--- config.mk ---
export PLATFORM = sky130hd
export DESIGN_NAME = shift_reg_param
export DESIGN_NICKNAME = d
export VERILOG_FILES = /design/src/rtl/shift_reg_param.sv
export SDC_FILE = /design/constraint.sdc
export NUM_CORES = 1
export LEC_CHECK = 0
export BUFFER_PORTS_ARGS = -buffer_cell sky130_fd_sc_hd__buf_2
export CORE_MARGIN = 2
export CORE_UTILIZATION = 55
export DETAILED_ROUTE_END_ITERATION = 16
export GPL_TIMING_DRIVEN = 0
export HOLD_SLACK_MARGIN = 0.05
export PLACE_DENSITY = 0.82
export SLEW_MARGIN = 10
export SYNTH_ARGS = -nofsm -noshare
export SYNTH_HDL_FRONTEND = slang
export SYNTH_SLANG_ARGS = --single-unit
--- constraint.sdc ---
create_clock -name clk -period 2.9 [get_ports clk]
set_clock_uncertainty 0.15 [all_clocks]
set_input_delay 0.58 -clock clk [delete_from_list [all_inputs] [get_ports clk]]
set_output_delay 0.58 -clock clk [all_outputs]
set_load 0.005 [all_outputs]
--- src/rtl/shift_reg_param.sv ---
// Parametrised multi-step shift register: clear/set/load in one cycle, shifts/rotates one bit per clock.
// Optional registered serial-out of the bit leaving the register: define SHREG_SEROUT_EN.
module shift_reg_param #(
  parameter int WIDTH = 8,
  parameter int CNTW  = 4
) (
  input  logic             clk,
  input  logic             rst,
  input  logic             cmd_valid,
  output logic             cmd_ready,
  input  logic [2:0]       cmd_op,
  input  logic [CNTW-1:0]  cmd_amt,
  input  logic [WIDTH-1:0] load_data,
  input  logic             ser_in,
  input  logic             halt,
  output logic [WIDTH-1:0] reg_out,
  output logic             busy,
  output logic             done
`ifdef SHREG_SEROUT_EN
  ,
  output logic             ser_out
`endif
);

  localparam logic [0:0] ST_IDLE  = 1'b0;
  localparam logic [0:0] ST_SHIFT = 1'b1;

  logic [0:0]      state;
  logic [CNTW-1:0] cnt;
  logic [2:0]      op_q;
  logic            accept;
  logic            is_shift;

  function automatic logic [WIDTH-1:0] step(input logic [2:0] op,
                                            input logic [WIDTH-1:0] r,
                                            input logic si);
    logic [WIDTH-1:0] n;
    n = r;
    case (op)
      3'b011:  n = {1'b0, r[WIDTH-1:1]};
      3'b100:  n = {r[WIDTH-2:0], 1'b0};
      3'b101:  n = {r[WIDTH-1], r[WIDTH-1:1]};
      3'b110:  n = {si, r[WIDTH-1:1]};
      3'b111:  n = {r[0], r[WIDTH-1:1]};
      default: n = r;
    endcase
    return n;
  endfunction

  assign cmd_ready = (state == ST_IDLE) & ~halt;
  assign accept    = cmd_valid & cmd_ready;
  assign is_shift  = cmd_op[2] | (cmd_op[1] & cmd_op[0]);
  assign busy      = (state == ST_SHIFT);

  always_ff @(posedge clk or negedge rst) begin
    if (!rst) begin
      state   <= ST_IDLE;
      cnt     <= '0;
      op_q    <= 3'b000;
      reg_out <= '0;
      done    <= 1'b0;
`ifdef SHREG_SEROUT_EN
      ser_out <= 1'b0;
`endif
    end else begin
      done <= 1'b0;
      case (state)
        ST_IDLE: begin
          if (accept) begin
            if (!is_shift) begin
              case (cmd_op)
                3'b000:  reg_out <= '0;
                3'b001:  reg_out <= '1;
                default: reg_out <= load_data;
              endcase
              done <= 1'b1;
            end else if (cmd_amt == '0) begin
              done <= 1'b1;
            end else begin
              reg_out <= step(cmd_op, reg_out, ser_in);
`ifdef SHREG_SEROUT_EN
              ser_out <= (cmd_op == 3'b100) ? reg_out[WIDTH-1] : reg_out[0];
`endif
              if (cmd_amt == CNTW'(1)) begin
                done <= 1'b1;
              end else begin
                cnt   <= cmd_amt - 1'b1;
                op_q  <= cmd_op;
                state <= ST_SHIFT;
              end
            end
          end
        end
        default: begin
          // Abort keeps the partial value and suppresses completion.
          if (halt) begin
            state <= ST_IDLE;
            cnt   <= '0;
          end else begin
            reg_out <= step(op_q, reg_out, ser_in);
`ifdef SHREG_SEROUT_EN
            ser_out <= (op_q == 3'b100) ? reg_out[WIDTH-1] : reg_out[0];
`endif
            cnt <= cnt - 1'b1;
            if (cnt == CNTW'(1)) begin
              state <= ST_IDLE;
              done  <= 1'b1;
            end
          end
        end
      endcase
    end
  end

endmodule

; After elaboration in Yosys (flattened, before gate mapping)
; Index checks and enable logic that the tools add are counted.
[op_classes]
reduce_logical = 8
n_mux = 28
n_eq_ne = 23
div_mod_pow = 0
magnitude_cmp = 0
multipliers = 0
shift = 0
bitwise_logic = 8
n_addsub = 2
[ops]
columns = operator, n
row1 = one-hot mux 8 bit (5 select lines), 2
row2 = 2-to-1 mux 8 bit, 5
row3 = "equality test 3 bit, second input constant", 8
row4 = 2-to-1 mux 4 bit, 6
row5 = one-hot mux 8 bit (2 select lines), 1
row6 = 2-to-1 mux 1 bit, 14
row7 = AND reduction 5 bit, 2
row8 = "equality test 4 x 1 -> 1 bit, second input constant", 2
row9 = "inequality test 2 bit, second input constant", 4
row10 = "subtractor 4 x 1 -> 4 bit, second input constant", 2
row11 = "inequality test 7 x 2 -> 1 bit, second input constant", 1
row12 = AND reduction 7 bit, 1
row13 = "equality test 3 x 2 -> 1 bit, second input constant", 2
row14 = "inequality test 3 bit, second input constant", 2
row15 = "inequality test 6 x 1 -> 1 bit, second input constant", 1
row16 = "inequality test 6 x 2 -> 1 bit, second input constant", 1
row17 = "inequality test 5 x 1 -> 1 bit, second input constant", 1
row18 = zero test 4 bit, 1
row19 = NOT 1 bit, 4
row20 = AND reduction 4 bit, 1
row21 = nonzero test 2 bit, 2
row22 = AND 1 bit, 3
row23 = "equality test 3 x 1 -> 1 bit, second input constant", 1
row24 = zero test 3 bit, 1
row25 = OR 1 bit, 1
[totals]
memories = 0
latch_bits = 0
register_bits = 17
rom_bits = 0
ram_bits = 0
inputBits = 20
out_inout_bits = 11

; Longest topological paths before layout
[logic_depth]
depth_word = 6
mapped_depth = 7
depth_no_buf = 6

; Worst setup path before layout
; OpenSTA, ideal clock, no wires.
[synth_timing]
path_type = input -> register
start = input port cmd_amt[0]
end = register reg_out[7]
stages = 6
arrival_ps = 1726
slack_ps = 896
cell_sequence = inv_1 -> ha_1 -> nor4b_2 -> a211oi_4 -> o311ai_1 -> mux2_1
[synth_via]
elab_chain_len = 3
[synth_lines]
columns = element, line_no
row1 = from (decl), 12  ; input logic [CNTW-1:0] cmd_amt,
row2 = zero test 4 bit, 77  ; end else if (cmd_amt == '0) begin
row3 = inequality test 3 bit (no line), -
row4 = AND reduction 7 bit (no line), -
row5 = to (signal assigned), 74  ; default: reg_out <= load_data;
row6 = to (signal assigned), 80  ; reg_out <= step(cmd_op, reg_out, ser_in);
row7 = to (signal assigned), 100  ; reg_out <= step(op_q, reg_out, ser_in);
row8 = to (decl), 16  ; output logic [WIDTH-1:0] reg_out,
; Every way passes these cells.
; A chain may end at the register's enable or synchronous reset.

; Final worst setup path
[layout_timing]
start = input port cmd_amt[0]
end = register reg_out[1]
[layout_via]
elab_chain_len = 3
[layout_lines]
columns = element, line_no
row1 = zero test 4 bit, 77
row2 = inequality test 3 bit (no line), -
row3 = AND reduction 5 bit (no line), -
; Every way passes these cells.

==> results.py <==
metrics = {
    "outcome": {
        "outcome": "completed",
    },
    "sta": {
        "tightestPinTransition_ns": 0.539,
        "min_period_over_period": 0.690,
        "setup_ws_ns": 0.899,
        "timing.final.hold_violations": 0,
        "setup-violations-final": 0,
        "fin_setup_tns_ns": 0,
        "maxSlewHeadroom": 0.641,
        "max_freq_mhz": 500,
        "finalMaxSlewViolations": 0,
        "rsz0062_at_grt": "no",
        "timing.final.crit_period_ns": 2.00,
    },
    "worst_setup_path": {
        "worst_path_dominant_cell_family": "compound AO/OA/AOI/OAI gates",
        "critical_path.startpoint": "cmd_amt[0]",
        "worstReg2RegStart": "op_q[1]$_DFFE_PN0P_",
        "rrSetupSlack_ns": 0.99,
        "worstPathMaxFanout": 10,
        "cp_data_required_time_ns": 2.95,
        "crit_path_end": "reg_out[1]$_DFFE_PN0P_",
        "setup.worst_path.class": "in2reg",
        "slowest_cell_on_the_critical_path": "a211oi_4",
        "sequence_of_cells_on_the_critical_path": "buf_2, inv_1, ha_1, nor4b_2, a211oi_4, buf_2, a21oi_1, a31oi_1",
        "critPathLaunchType": "input pin",
        "cp_num_cells": 8,
        "slowest_delay_ns": 0.34,
        "regToRegEndpoint": "reg_out[5]$_DFFE_PN0P_",
        "worstPathBufferInverterCount": 3,
        "crit_arrival_ns": 2.06,
        "reg2regPathDepth": 4,
        "crit_path_end_kind": "register",
        "crit_path_most_repeated_cell": "buf_2",
    },
    "route": {
        "route.layer.met1.wl_um": 1260,
        "met3_length_um": 187,
        "total_detailed_routing_wirelength_um": 2800,
        "post_drt_wl_per_cell_um": 14.9,
        "detailroute.via_count": 1133,
        "highest_routed_layer": "met4",
        "detail-route-antenna-nets": 0,
        "remaining_drc_errors": 0,
        "met2WireLength_um": 1330,
        "drt-vias-per-instance": 6.03,
        "drt_pass1_iterations": 4,
        "drt_first_iter_violations": 51,
    },
    "cts": {
        "path_clk_slew_ns": 0.10,
        "cts.path.max_buffers": 2,
        "postCtsSetupRepairBufs": 0,
        "tritoncts_num_sinks": 17,
        "tritoncts": "built",
        "clock-root-buffer": "clkbuf_4",
        "htree_num_levels": 1,
        "cts_buffers": 3,
        "clkLatencyLatePin_ns": 0.29,
    },
    "floorplan": {
        "initial_core_utilization": 0.597,
        "coreArea_sq_mm": 0.00202,
        "floorplan.die_area_sq_mm": 0.00258,
        "floorplan.die.height_um": 50.8,
        "die-width_um": 50.8,
        "floorplan.rows": 16,
        "i_o_pin_count": 31,
    },
    "final_layout": {
        "area.growth.synth_to_final_pct": 18.3,
        "n_fill_cell": 157,
        "drive_gt1_frac": 0.292,
        "antenna-diode-count": 0,
        "layoutNonFillerInstCount": 188,
        "total_number_of_nets_in_the_final_design": 186,
    },
    "synth": {
        "yosys.area.top_type": "dfrtp_1",
        "most_common_library_cells_after_synthesis": "17 x dfrtp_1, 15 x a21oi_1, 7 x a221oi_1, 7 x nand3b_1",
        "yosysTopAreaCellShare": 0.353,
        "syn_inst": 126,
        "yosys.cell_count.top_type": "dfrtp_1",
        "synthArstFlopShare": 1.00,
        "post_synth_main_area_contributors": "dfrtp_1 35%, a21oi_1 6.2%, a221oi_1 5.1%, nand3b_1 4.4%, ha_1 4.1%",
        "ys_types": 40,
        "synth_edf_count": 0,
        "ys.flop_type": "dfrtp_1",
        "synth-seq-area-share": 0.353,
        "synth.avg_cell_area_sq_um": 9.57,
        "synth_nets": 150,
        "postSynthRegisterBits": 17,
        "netlist_area_sq_mm": 0.00121,
        "synth_warnings": 0,
    },
    "global_route": {
        "first_pass_grt_wire_length_um": 4840,
        "antenna_found_initial": 0,
        "first_global_vias": 1046,
        "total_congestion_overflow_after_global_routing": 0,
        "grt_max_degree": 18,
        "grt_usage": 0.250,
    },
    "power": {
        "finalPower_uw": 963,
        "static-leakage-power_uw": 0.000634,
        "worst_ir_drop_vdd_uv": 439,
        "cellPowerDensity_mw_per_mm2": 675,
    },
    "worst_hold_path": {
        "worstHoldPathType": "in2reg",
    },
    "placement": {
        "place_ws_ns": 0.629,
        "hpwl_um": 2150,
        "gp_congestion": 0.859,
        "post-place-cells": 183,
        "io_buffer_count": 30,
    },
    "flow_run": {
        "maxCapViolations": 0,
    },
}
worst min path at each step:
stage          startpoint                 end  slack [ns]  cells past startpoint
2_1_floorplan         rst      busy$_DFF_PN0_        0.13                      0
3_3_place_gp          rst  cnt[3]$_DFFE_PN0P_        0.36                      1
3_5_place_dp          rst  cnt[0]$_DFFE_PN0P_        0.37                      1
4_1_cts              halt      done$_DFF_PN0_        0.36                      2
5_1_grt              halt      done$_DFF_PN0_        0.38                      2
6_report             halt      done$_DFF_PN0_        0.36                      2
kinds of logic after synthesis:
family | synth area share
compound gates | 0.275
simple gates | 0.171
xor+xnor | 0.0291
buf+inv | 0.0498
mux | 0.0809
fa+ha+maj | 0.0415
flops | 0.353
cell usage in the layout (no fill, tap or decap), drive strengths merged, types with 3 or more instances in the layout:
| cell | instances |
|---|---|
| buf | 35 |
| dfrtp | 17 |
| a21oi | 15 |
| nand3b | 7 |
| a221oi | 7 |
| inv | 6 |
| a31oi | 6 |
| mux2 | 6 |
| clkbuf | 6 |
| nand2 | 5 |
| o22ai | 5 |
| ha | 4 |
| nor2 | 4 |
| o21ai | 3 |
| nor2b | 3 |
| mux2i | 3 |
| a211oi | 3 |
power breakdown:
part	total, uW	switching (uW)	internal [uW]
sequential	427	99.7	327
clock	128	74.5	53.4
combinational	409	199	210
through the flow:
stage          utilization  hold slack, ns  cell area, sq um
2_1_floorplan            -           0.134              1210
5_1_grt              0.705           0.379              1430
3_5_place_dp         0.688           0.373              1390
3_3_place_gp         0.688           0.365              1390
6_report             0.705           0.363              1430
4_1_cts              0.705           0.356              1430
worst register-to-register path, cell delays in order (launching register included):
cell	delay [ns]
dfrtp_1	0.43
nor3b_1	0.43
o22ai_1	0.28
a221oi_1	0.34
a31oi_1	0.14
metal layers:
layer,GRT usage,vias up
met2,0.384,49
met1,0.364,531
met3,0.0351,2
li1,-,551
met5,0,-
met4,0.0811,0
layout make-up:
| cell class | instances | area, sq um | share of cell area |
|---|---|---|---|
| Sequential cell | 17 | 425 | 0.298 |
| Inverter | 6 | 22.5 | 0.0158 |
| Multi-Input combinational cell | 96 | 721 | 0.505 |
| Tap cell | 27 | 33.8 | 0.0237 |
| Buffer | 7 | 37.5 | 0.0263 |
| Clock buffer | 4 | 26.3 | 0.0184 |
| Timing Repair Buffer | 31 | 160 | 0.112 |
sequential cells by signal, indices dropped and copies added, names as in the netlist:
register  flops
cnt           4
done          1
reg_out       8
busy          1
op_q          3
timing repair:
action,4_1_cts,5_1_grt
endpoints found under the hold margin,8,0
endpoints found under the setup margin,0,0
resized for setup,0,0
hold buffers,1,0
Power figures use the tool's default switching activity.
